--- config.mk ---
export PLATFORM = sky130hd
export DESIGN_NAME = sprite_walk_ctrl
export DESIGN_NICKNAME = d
export VERILOG_FILES = /design/src/rtl/sprite_pkg.sv /design/src/rtl/sprite_offset_calc.sv /design/src/rtl/sprite_walk_ctrl.sv
export SDC_FILE = /design/constraint.sdc
export NUM_CORES = 1
export LEC_CHECK = 0
export CAP_MARGIN = 20
export CELL_PAD_IN_SITES_DETAIL_PLACEMENT = 1
export CELL_PAD_IN_SITES_GLOBAL_PLACEMENT = 2
export CORE_ASPECT_RATIO = 0.9
export CORE_MARGIN = 1.5
export CORE_UTILIZATION = 30
export CTS_CLUSTER_SIZE = 12
export DETAILED_ROUTE_END_ITERATION = 10
export PLACE_DENSITY_LB_ADDON = 0.1
export SYNTH_ARGS = -nofsm -noshare
export SYNTH_HDL_FRONTEND = slang
export SYNTH_SLANG_ARGS = --single-unit
--- constraint.sdc ---
create_clock -name vga_clk -period 5.6 [get_ports vga_clk]
set_input_delay 0.56 -clock vga_clk [delete_from_list [all_inputs] [get_ports vga_clk]]
set_output_delay 0.56 -clock vga_clk [all_outputs]
set_load 0.05 [all_outputs]
--- src/rtl/sprite_pkg.sv ---
// Shared types and default geometry for the player sprite walk controller.
package sprite_pkg;

    typedef enum logic [1:0] {
        UP    = 2'd0,
        DOWN  = 2'd1,
        LEFT  = 2'd2,
        RIGHT = 2'd3
    } dir_t;

    typedef enum logic [1:0] {
        IDLE  = 2'd0,
        CHECK = 2'd1,
        MOVE  = 2'd2
    } walk_state_t;

    localparam int SPR_W  = 20;
    localparam int SPR_H  = 20;
    localparam int GRID_W = 32;
    localparam int GRID_H = 24;

endpackage

--- src/rtl/sprite_offset_calc.sv ---
// Beam-to-sprite offset: signed dx/dy against the sprite origin, box test,
// and a register stage so the renderer sees one pixel-clock latency.
module sprite_offset_calc #(
    parameter int SPR_W = 20,
    parameter int SPR_H = 20
) (
    input  logic        clk_i,
    input  logic        reset_n_i,
    input  logic [9:0]  draw_x_i,
    input  logic [9:0]  draw_y_i,
    input  logic [10:0] pos_x_i,
    input  logic [10:0] pos_y_i,
    output logic [19:0] sprite_dx_o,
    output logic [19:0] sprite_dy_o,
    output logic        sprite_on_o
);

    logic [10:0] dx, dy;
    logic        on_d;
    logic [19:0] sdx_d, sdy_d;
    logic [19:0] sdx_q, sdy_q;
    logic        on_q;

    // Two's-complement difference; bit 10 is the sign.
    assign dx = {1'b0, draw_x_i} - pos_x_i;
    assign dy = {1'b0, draw_y_i} - pos_y_i;

    always_comb begin
        on_d  = !dx[10] && (dx < 11'(SPR_W)) && !dy[10] && (dy < 11'(SPR_H));
        sdx_d = 20'd0;
        sdy_d = 20'd0;
        if (on_d) begin
            sdx_d = {9'd0, dx};
            sdy_d = {9'd0, dy};
        end
    end

    always_ff @(posedge clk_i) begin
        if (!reset_n_i) begin
            on_q  <= 1'b0;
            sdx_q <= 20'd0;
            sdy_q <= 20'd0;
        end else begin
            on_q  <= on_d;
            sdx_q <= sdx_d;
            sdy_q <= sdy_d;
        end
    end

    assign sprite_on_o = on_q;
    assign sprite_dx_o = sdx_q;
    assign sprite_dy_o = sdy_q;

endmodule

--- src/rtl/sprite_walk_ctrl.sv ---
// Player sprite controller: command accept (cmd_valid & cmd_ready), wall lookup
// (wall_req held until wall_ack), then a one-pixel-per-frame walk to the next tile.
module sprite_walk_ctrl #(
    parameter int SPR_W    = sprite_pkg::SPR_W,
    parameter int SPR_H    = sprite_pkg::SPR_H,
    parameter int GRID_W   = sprite_pkg::GRID_W,
    parameter int GRID_H   = sprite_pkg::GRID_H,
    parameter int ANIM_DIV = 5,
    parameter int START_TX = 1,
    parameter int START_TY = 1
) (
    input  logic        vga_clk,
    input  logic        reset_n,
    input  logic        frame_start,
    input  logic        cmd_valid,
    input  logic [1:0]  cmd_dir,
    output logic        cmd_ready,
    output logic        wall_req,
    output logic [4:0]  wall_tx,
    output logic [4:0]  wall_ty,
    input  logic        wall_ack,
    input  logic        wall_hit,
    input  logic [9:0]  DrawX,
    input  logic [9:0]  DrawY,
    output logic [19:0] Sprite_dx,
    output logic [19:0] Sprite_dy,
    output logic        sprite_on,
    output logic [1:0]  anim_frame,
    output logic [1:0]  dir_out,
    output logic [4:0]  tile_x,
    output logic [4:0]  tile_y,
    output logic        busy
);
    import sprite_pkg::*;

    localparam int STEP_W = $clog2(SPR_W + 1);
    localparam int DIV_W  = $clog2(ANIM_DIV + 1);

    walk_state_t       state_q, state_d;
    dir_t              dir_q, dir_d;
    logic [4:0]        tile_x_q, tile_x_d, tile_y_q, tile_y_d;
    logic [4:0]        tgt_x_q, tgt_x_d, tgt_y_q, tgt_y_d;
    logic [STEP_W-1:0] step_q, step_d;
    logic [DIV_W-1:0]  div_q, div_d;
    logic [1:0]        anim_q, anim_d;

    logic signed [6:0] nx, ny;
    logic              in_grid;

    always_comb begin
        nx = $signed({2'b00, tile_x_q});
        ny = $signed({2'b00, tile_y_q});
        case (dir_t'(cmd_dir))
            UP:      ny = ny - 7'sd1;
            DOWN:    ny = ny + 7'sd1;
            LEFT:    nx = nx - 7'sd1;
            default: nx = nx + 7'sd1;
        endcase
        in_grid = (nx >= 7'sd0) && (nx < $signed(7'(GRID_W))) &&
                  (ny >= 7'sd0) && (ny < $signed(7'(GRID_H)));
    end

    always_comb begin
        state_d  = state_q;
        dir_d    = dir_q;
        tile_x_d = tile_x_q;
        tile_y_d = tile_y_q;
        tgt_x_d  = tgt_x_q;
        tgt_y_d  = tgt_y_q;
        step_d   = step_q;
        div_d    = div_q;
        anim_d   = anim_q;
        case (state_q)
            IDLE: begin
                if (cmd_valid) begin
                    dir_d = dir_t'(cmd_dir);
                    // Off-grid targets are consumed silently with no lookup.
                    if (in_grid) begin
                        tgt_x_d = nx[4:0];
                        tgt_y_d = ny[4:0];
                        state_d = CHECK;
                    end
                end
            end
            CHECK: begin
                if (wall_ack) begin
                    step_d = '0;
                    div_d  = '0;
                    anim_d = 2'd0;
                    state_d = wall_hit ? IDLE : MOVE;
                end
            end
            MOVE: begin
                if (frame_start) begin
                    if (step_q == STEP_W'(SPR_W - 1)) begin
                        tile_x_d = tgt_x_q;
                        tile_y_d = tgt_y_q;
                        step_d   = '0;
                        div_d    = '0;
                        anim_d   = 2'd0;
                        state_d  = IDLE;
                    end else begin
                        step_d = step_q + 1'b1;
                        if (div_q == DIV_W'(ANIM_DIV - 1)) begin
                            div_d  = '0;
                            anim_d = anim_q + 2'd1;
                        end else begin
                            div_d = div_q + 1'b1;
                        end
                    end
                end
            end
            default: state_d = IDLE;
        endcase
    end

    always_ff @(posedge vga_clk) begin
        if (!reset_n) begin
            state_q  <= IDLE;
            dir_q    <= DOWN;
            tile_x_q <= 5'(START_TX);
            tile_y_q <= 5'(START_TY);
            tgt_x_q  <= 5'd0;
            tgt_y_q  <= 5'd0;
            step_q   <= '0;
            div_q    <= '0;
            anim_q   <= 2'd0;
        end else begin
            state_q  <= state_d;
            dir_q    <= dir_d;
            tile_x_q <= tile_x_d;
            tile_y_q <= tile_y_d;
            tgt_x_q  <= tgt_x_d;
            tgt_y_q  <= tgt_y_d;
            step_q   <= step_d;
            div_q    <= div_d;
            anim_q   <= anim_d;
        end
    end

    // Sprite origin in pixels; only the moving axis is offset by step.
    logic [10:0] base_x, base_y, step_ext, pos_x, pos_y;
    assign base_x   = 11'(tile_x_q) * 11'(SPR_W);
    assign base_y   = 11'(tile_y_q) * 11'(SPR_H);
    assign step_ext = 11'(step_q);

    always_comb begin
        pos_x = base_x;
        pos_y = base_y;
        case (dir_q)
            UP:      pos_y = base_y - step_ext;
            DOWN:    pos_y = base_y + step_ext;
            LEFT:    pos_x = base_x - step_ext;
            default: pos_x = base_x + step_ext;
        endcase
    end

    sprite_offset_calc #(
        .SPR_W (SPR_W),
        .SPR_H (SPR_H)
    ) u_offset (
        .clk_i       (vga_clk),
        .reset_n_i   (reset_n),
        .draw_x_i    (DrawX),
        .draw_y_i    (DrawY),
        .pos_x_i     (pos_x),
        .pos_y_i     (pos_y),
        .sprite_dx_o (Sprite_dx),
        .sprite_dy_o (Sprite_dy),
        .sprite_on_o (sprite_on)
    );

    assign cmd_ready  = (state_q == IDLE);
    assign busy       = (state_q != IDLE);
    assign wall_req   = (state_q == CHECK);
    assign wall_tx    = tgt_x_q;
    assign wall_ty    = tgt_y_q;
    assign anim_frame = anim_q;
    assign dir_out    = dir_q;
    assign tile_x     = tile_x_q;
    assign tile_y     = tile_y_q;

endmodule
Yosys cells after proc, flatten, opt, wreduce, memory -nomap -nowiden
Index checks and enable logic that the tools add are counted.
Storage, ports and cells
  register bits: 75
  input port bits: 28
  output and inout port bits: 68
  word-level logic and storage cells: 96
Operators by class
  add/subtract/negate cells: 13
  multiply operators: 2
  magnitude comparators: 6
  equality and inequality tests: 14
  muxes and demuxes: 25
  reduce and logical (&&, ||, !) cells: 22
Operator list (count)
  one-hot mux 11 bit (2 select lines): 2
  one-hot mux 7 bit (2 select lines): 2
  adder 10 x 5 -> 11 bit: 2
  < comparator 11 x 5 -> 1 bit (second input constant): 2
  subtractor 10 x 11 -> 11 bit: 2
  subtractor 10 x 5 -> 11 bit: 2
  two-way mux 2 bit: 10
  multiplier 5 x 3 -> 8 bit (second input constant): 2
  two-way mux 5 bit: 3
  >= comparator 7 x 1 -> 1 bit (second input constant): 2
  adder 5 x 1 -> 6 bit (second input constant): 2
  two-way mux 3 bit: 4
  subtractor 5 x 1 -> 6 bit (second input constant): 2
  one-hot mux 5 bit (2 select lines): 1
  AND reduction 3 bit: 3
  < comparator 7 x 6 -> 1 bit (second input constant): 1
  < comparator 7 bit (second input constant): 1
  equality test 2 x 1 -> 1 bit (second input constant): 3
  equality test 2 bit (second input constant): 3
  logical AND 1 bit: 6
  logical NOT 2 bit: 3
  != test 2 bit (second input constant): 3
  one-hot mux 2 bit (3 select lines): 1
  one-hot mux 3 bit (2 select lines): 1
  14 further kinds: 19

Depth between registers and ports, before layout
Gate-level depths: netlist of the first run.
  word-level depth: 10
  mapped depth: 18
  depth with buffers taken out: 17

Modules after synthesis
Synthesis of the first run repeated with hierarchy kept, for this count alone.
Unflattened totals
  cells, all modules: 584
  area, all modules: 4793.3 µm²
By module, submodules not included
  sprite_walk_ctrl: times used 1, cells an instance 368, area each 2949.1 µm², seq. area each 680.7 µm²
  sprite_offset_calc: times used 1, cells an instance 216, area each 1844.3 µm², seq. area each 460.4 µm²

Worst setup path before layout of the first run
No wires, ideal clock.
  path kind: register -> register
  start point: register tile_y_q[1], in the netlist tile_y[1]
  end point: register u_offset.sdx_q[0], in the netlist u_offset.sprite_dx_o[0]
  setup time: 88 ps
  arrival: 4494 ps
  data required time: 5512 ps
  setup slack: 1018 ps
  cell stages (with the launch flop): 17
  buffers on the path: 1
  period minus slack after synthesis: 4582 ps
  path through: dfxtp_1 ha_1 ha_1 fa_1 or4_4 nand2b_1 nor3_1 o21ai_1 ha_1 nand2b_1 o2111ai_1 a211oi_1 nand4_1 nor4_1 nand4_1 buf_6 nor4_2
Between the ends
  cells in the longest elaborated chain, start to end: 8
  elaborated cells on any way between the ends: 10
  those cells by class: add/sub (3); mul (1); order compare (1); mux (1); reduce/logical (4)
Ends and longest elaborated chain
  from (decl): line sprite_walk_ctrl.sv:41  | logic [4:0] tile_x_q, tile_x_d, tile_y_q, tile_y_d;
  from (signal assigned): line sprite_walk_ctrl.sv:122  | tile_y_q <= 5'(START_TY);
  from (signal assigned): line sprite_walk_ctrl.sv:132  | tile_y_q <= tile_y_d;
  multiplier 5 x 3 -> 8 bit (*): line sprite_walk_ctrl.sv:144  | assign base_y = 11'(tile_y_q) * 11'(SPR_H);
  adder 10 x 5 -> 11 bit or subtractor 10 x 5 -> 11 bit (tied branches): line sprite_walk_ctrl.sv:152, sprite_walk_ctrl.sv:151
  one-hot mux 11 bit (2 select lines) (*): line sprite_walk_ctrl.sv:150  | case (dir_q)
  subtractor 10 x 11 -> 11 bit (*): line sprite_offset_calc.sv:26  | assign dy = {1'b0, draw_y_i} - pos_y_i;
  branches (longest 2 deep; another with < comparator 11 x 5 -> 1 bit)
  logical AND 1 bit (*): line sprite_offset_calc.sv:29  | on_d = !dx[10] && (dx < 11'(SPR_W)) && !dy[10] && (dy < 11'(SPR_H));
  AND reduction 2 bit (no line) (*)
  to (signal assigned): line sprite_offset_calc.sv:41  | sdx_q <= 20'd0;
  to (signal assigned): line sprite_offset_calc.sv:45  | sdx_q <= sdx_d;
  to (decl): line sprite_offset_calc.sv:21  | logic [19:0] sdx_q, sdy_q;
Mark *: on every way between the ends.
A chain may end at the register's enable or synchronous reset.

Worst setup path after layout of the first run
  start point: register tile_y_q[1], in the netlist tile_y[1]
  end point: register u_offset.sdx_q[2], in the netlist u_offset.sprite_dx_o[2]
The elaborated chain is that of the path after synthesis.

==> impl_metrics.ini, run 1 <==
[logic_synthesis]
synth.largest_area_cell = dfxtp_1
synth_top_area_share_pct = 23.84
ys_ff_latch = 57
synthDistinctLibCells = 72
avgSynthCellArea_um2 = 8.473
ys_async_sr_fraction_pct = 0
yosysWarnings = 0
synth-edff-count = 0
ys_seq_area_share_pct = 23.84
synthesis.area_mm2 = 0.004787
synth_ff_type = dfxtp_1
synthTopCellsByArea = dfxtp_1 (24%), ha_1 (14%), xnor2_1 (4.2%)
synth_cells = 565

[layout]
multi_input_area_mm2 = 0.003388
drive_gt1_share_pct = 7.622
regArea_mm2 = 0.001141
layout_commonest_cell = clkdlybuf4s50_1
layout.nets = 737
fillers = 1802
area_delta_synth_final_pct = 27.13
diodes = 0
final_cell_mix = clkdlybuf4s50_1 (77), dfxtp_1 (57), ha_1 (52)

[power_and_ir_drop]
p_total_mw = 1.329
p_sw_uw = 376.8
pwr-share-clk_pct = 48.6
seqPwrFrac_pct = 32.5
power_report.internal_total_uw = 952.0
leakage_nw = 2.463
pwr_density_cell_mw_per_mm2 = 218.3
irDropWorstVdd_uv = 146.7
power.share.switching_pct = 28.35
comb_power_share_pct = 19.0

[global_route]
met2_usage_pct = 26.45
grt_overflow = 0
first_global_vias = 4230
grt_max_degree = 30
grt_use_total_pct = 17.11
use_met3_pct = 3.470
grt_pass1_wl_mm = 22.25
grt_util_met1_pct = 24.09
busiest_layer = met2
antenna_found_initial = 0

[flow_run]
maxCapViolations = 0

[worst_setup_path]
start_kind = flop
critPathArrivalTime_ns = 4.96
cp.required_ns = 5.85
crit_path_max_fanout = 12
r2r_cells = 16
end_kind = flop
rrSetupSlack_ns = 0.89
crit_type = reg -> reg

[status]
status = completed

[routing]
vias_per_cell = 5.064
drt_iter0_drc = 176
wl_mm = 13.85
drt.antenna.violating_nets = 0
wire_per_inst_um = 16.15
drc = 0
dr.pass1.iters = 4
dr_total_vias = 4345

[clock_tree]
cts_num_sinks = 57
htreeDepth = 3
cts_tree = yes
post_cts_resized = 0
cts_hold_buf = 0
clkLatencyLatePin_ns = 0.34
cts_root_buffer = clkbuf_16
max-clock-path-buffers = 2
postCtsSetupBuffers = 0
cts_buffers = 9
cts.clk_slew.worst_paths_ns = 0.06

[die]
die_x_um = 136.2
num_rows = 43
start_util_pct = 30.89
die_h_um = 122.8
design.core.area_mm2 = 0.01549
io_pins = 96
dieArea_mm2 = 0.01673

[timing]
slew-limit-headroom_pct = 43.23
post-route-period-util_pct = 84.19
timing.fmax_mhz = 212.1
finalHoldViolCount = 0
rsz0062_at_grt = false
min_period_ns = 4.714
worst_slew_pin_slew_ns = 0.8503
finalSetupViolCount = 0
fin_skew_ns = 0.01046
setup-tns-final_ns = 0
slew_violations = 0

[place]
hpwl_mm = 10.90
port_buffers = 77
place.gp.congestion = 0.8128

[hold_path]
worstHoldPathCells = 1
min_path_type = reg -> reg
## area by class of cell
| type | count | share of cell area (%) |
|---|---|---|
| multi-input combinational | 466 | 55.67 |
| sequential | 57 | 18.75 |
| timing repair buffer | 86 | 13.84 |
| tap | 202 | 4.153 |
| clock buffer | 11 | 3.988 |
| inverter | 31 | 1.912 |
| clock inverter | 5 | 1.686 |
## path summary, 6_finish.rpt
| kind | from | end |
|---|---|---|
| hold reg to reg | state_q[1]$_SDFFE_PN0P_ | state_q[0]$_SDFFE_PN0P_ |
| hold / removal | state_q[1]$_SDFFE_PN0P_ | state_q[0]$_SDFFE_PN0P_ |
| setup reg to reg | tile_y[1]$_SDFFE_PN0P_ | u_offset.sprite_dx_o[2]$_SDFF_PN0_ |
| setup / recovery | tile_y[1]$_SDFFE_PN0P_ | u_offset.sprite_dx_o[2]$_SDFF_PN0_ |
## power by group through the flow
stage | Sequential, mW | Combinational, mW | Clock, mW
detailed placement | 0.440 | 0.251 | 0
global placement | 0.440 | 0.249 | 0
floorplan | 0.467 | 0.160 | 0
CTS | 0.431 | 0.252 | 0.667
global route | 0.433 | 0.273 | 0.681
finish | 0.431 | 0.252 | 0.645
## cell families (layout without fill, tap and decap cells)
family          count (synthesis)  count (layout)  share of synthesized area [%]
compound gates                129             129                          18.04
xor+xnor                       39              39                          7.135
fa+ha+maj                      58              58                          16.10
buf+inv                        71             133                          7.763
flops                          57              57                          23.84
mux                            20              20                          4.208
other cells                     1              30                        0.07834
simple gates                  190             190                          22.84
## cells in the mapped netlist, drive strengths merged, types with 2 or more instances
cell	instances
nand2	41
nor2b	22
and4	4
a41oi	2
a21oi	34
nor3b	7
fa	6
and2	3
nor4b	2
or3	2
dfxtp	57
a2111oi	2
o2bb2ai	3
a31oi	3
a21o	6
o21ai	26
nand3	9
or4	4
xnor2	23
nand2b	5
o21a	5
nor4	16
ha	52
mux2i	19
nor2	40
a211oi	5
o311ai	2
and3	3
o211ai	5
inv	31
clkbuf	12
a21boi	2
or4b	2
o31ai	3
o21bai	4
nor3	13
or2	4
buf	28
nand4	10
o211a	6
a221oi	2
o2111ai	4
o22ai	4
a22oi	4
xor2	16
## through the flow
stage	std cells	worst slack (ns)	area [um2]	utilization (%)	hold slack, ns
2_1_floorplan	594	1.018	4896	-	0.4362
3_3_place_gp	841	1.067	5729	36.98	0.4556
6_report	858	0.8856	6086	39.28	0.4905
5_1_grt	858	0.4307	6086	39.28	0.5153
3_5_place_dp	841	0.9107	5729	36.98	0.4769
4_1_cts	857	0.8935	6075	39.20	0.4883
## state kept, by name (all words and copies together) (netlist names)
register,count
u_offset.sprite_dx_o,11
u_offset.sprite_dy_o,11
step_q,5
tile_y,5
div_q,3
anim_frame,2
wall_tx,5
dir_out,2
u_offset.sprite_on_o,1
wall_ty,5
tile_x,5
state_q,2
## worst max-delay path: stages, from the launching register on
cell,delay (ns)
dfxtp_1,0.59
ha_1,0.32
ha_1,0.23
fa_1,0.53
or4_4,0.58
nand2b_1,0.18
nor3_1,0.21
o21ai_1,0.09
ha_1,0.37
nand2b_1,0.14
o2111ai_1,0.13
a211oi_1,0.26
nand4_1,0.12
nor4_1,0.30
nand4_1,0.15
buf_4,0.22
nor4_2,0.21
## per-layer routing
metal  up-vias  wire length [um]
li1       2160                 -
met1      2079              6903
met2        96              6018
met3        10               788
met4         0               142
met5         -                 0
No activity file was read; power rests on OpenSTA's default activity.
==> run 2: changes to the inputs <==
- CORE_UTILIZATION: 30 -> 28
- clock period: 5.6 -> 4 ns (I/O delays scaled with it)
==> impl_metrics.ini, run 2 (synthesis gave the netlist of run 1 again) <==
[layout]
layout_commonest_cell = clkdlybuf4s50_1
fillers = 1953
layout.nets = 782
drive_gt1_share_pct = 21.26
final_cell_mix = clkdlybuf4s50_1 (77), buf_4 (50), dfxtp_1 (47)
area_delta_synth_final_pct = 41.66
postLayoutCellArea_mm2 = 0.006782
diodes = 0

[timing]
fin_skew_ns = 0.007514
setup-tns-final_ns = 0
slew_violations = 0
timing.fmax_mhz = 252.1
slew-limit-headroom_pct = 58.90
min_period_ns = 3.967
worst_slew_pin_slew_ns = 0.6165
finalSetupViolCount = 0
finalHoldViolCount = 0
post-route-period-util_pct = 99.16
rsz0062_at_grt = true

[place]
placed_area_mm2 = 0.006063
hpwl_mm = 11.69
place.gp.congestion = 0.8429
port_buffers = 77

[global_route]
grt_max_degree = 30
first_global_vias = 4683
grt_overflow = 0
grt_pass1_wl_mm = 24.71
antenna_found_initial = 0
grt_use_total_pct = 17.61

[die]
design.core.area_mm2 = 0.01678
dieArea_mm2 = 0.01789
die_x_um = 140.8
die_h_um = 127.0
num_rows = 45
start_util_pct = 28.53
io_pins = 96

[clock_tree]
cts_root_buffer = clkbuf_16
htreeDepth = 3
cts_buffers = 9
cts.clk_slew.worst_paths_ns = 0.05
cts_hold_buf = 0
cts_tree = yes
clkLatencyLatePin_ns = 0.34
cts_num_sinks = 57
max-clock-path-buffers = 2

[flow_run]
maxCapViolations = 0

[routing]
vias_per_cell = 5.008
drt_iter0_drc = 153
drc = 0
drt.antenna.violating_nets = 0
dr_total_vias = 4567
dr.pass1.iters = 4
wire_per_inst_um = 16.74
wl_mm = 15.26

[status]
status = completed

[worst_setup_path]
cp.required_ns = 4.22
critPathArrivalTime_ns = 4.19
start_kind = flop
end_kind = flop
crit_type = reg -> reg
crit_path_max_fanout = 5

[hold_path]
min_path_type = reg -> reg

[power_and_ir_drop]
pwr_density_cell_mw_per_mm2 = 263.4
leakage_nw = 2.700
irDropWorstVdd_uv = 202.5
run 2: cell count changes in the layout (fill, tap and decap cells not counted), moves of 3 or more:
cell     previous run  this run
buf_4               8        50
dfxtp_1            57        47
ha_4                0         8
nor4_2             11         6
ha_1               52        37
o21ai_0            22        19
nor4_4              0         7
dfxtp_4             0         6
ha_2                0         7
dfxtp_2             0         4
run 2: area by class of cell:
type                            instances  area, um2  share of cell area (%)
Multi-Input combinational cell        466       3729                   54.98
Timing Repair Buffer                  131       1200                   17.69
Sequential cell                        57       1169                   17.23
Tap cell                              211      264.0                   3.893
Clock buffer                           10      239.0                   3.524
Inverter                               31      116.4                   1.716
Clock inverter                          6      65.06                  0.9594
run 2: timing repair:
item,in CTS,in global routing
cloned,1,0
gates resized for setup,22,39
setup buffers,5,4
setup endpoints to repair,11,11
pin swaps,18,24
run 2: power by group:
| part | internal, mW | switching [mW] | total (mW) |
|---|---|---|---|
| Combinational | 0.147 | 0.257 | 0.405 |
| Sequential | 0.581 | 0.0108 | 0.591 |
| Clock | 0.499 | 0.291 | 0.790 |
| Total | 1.23 | 0.559 | 1.79 |
run 2: layer usage:
metal  track usage, %  routed length (um)  up-vias
met5                0                   0        -
met4            5.699                 274        0
met3            3.261                 480       17
met2            28.69                7160       80
met1            23.56                7347     2214
li1                 -                   -     2256
run 2: path summary, 6_finish.rpt:
kind / startpoint / to / slack (ns) / cells past startpoint
worst max-delay path: tile_y[1]$_SDFFE_PN0P_ / u_offset.sprite_on_o$_SDFF_PN0_ / 0.03 / 18
worst min-delay path: state_q[1]$_SDFFE_PN0P_ / state_q[0]$_SDFFE_PN0P_ / 0.47 / 1
worst max register to register: tile_y[1]$_SDFFE_PN0P_ / u_offset.sprite_on_o$_SDFF_PN0_ / 0.03 / 18
worst min register to register: state_q[1]$_SDFFE_PN0P_ / state_q[0]$_SDFFE_PN0P_ / 0.47 / 1
run 2: worst max-delay path, stage by stage (launching register included):
cell       delay (ns)
dfxtp_4          0.35
ha_4             0.27
ha_4             0.13
fa_2             0.44
buf_6            0.14
nor4_2           0.24
nand2_1          0.10
a21oi_2          0.18
xnor2_2          0.15
ha_1             0.29
a211o_1          0.31
or2_1            0.25
or3_1            0.32
o2111ai_2        0.10
a221oi_2         0.08
nand4_1          0.17
buf_6            0.18
buf_4            0.12
nor3_2           0.03
run 2: stage by stage:
stage	hold WS, ns	power [mW]	cells	setup WS [ns]	utilization, %
floorplan	0.4362	0.8738	594	0.002217	-
global placement	0.4605	0.9820	886	-0.05583	36.14
detailed placement	0.4666	0.9852	886	-0.1145	36.14
CTS	0.4745	1.804	908	-0.1073	38.98
global route	0.4922	1.873	912	-0.1372	40.42
finish	0.4735	1.786	912	0.03345	40.42
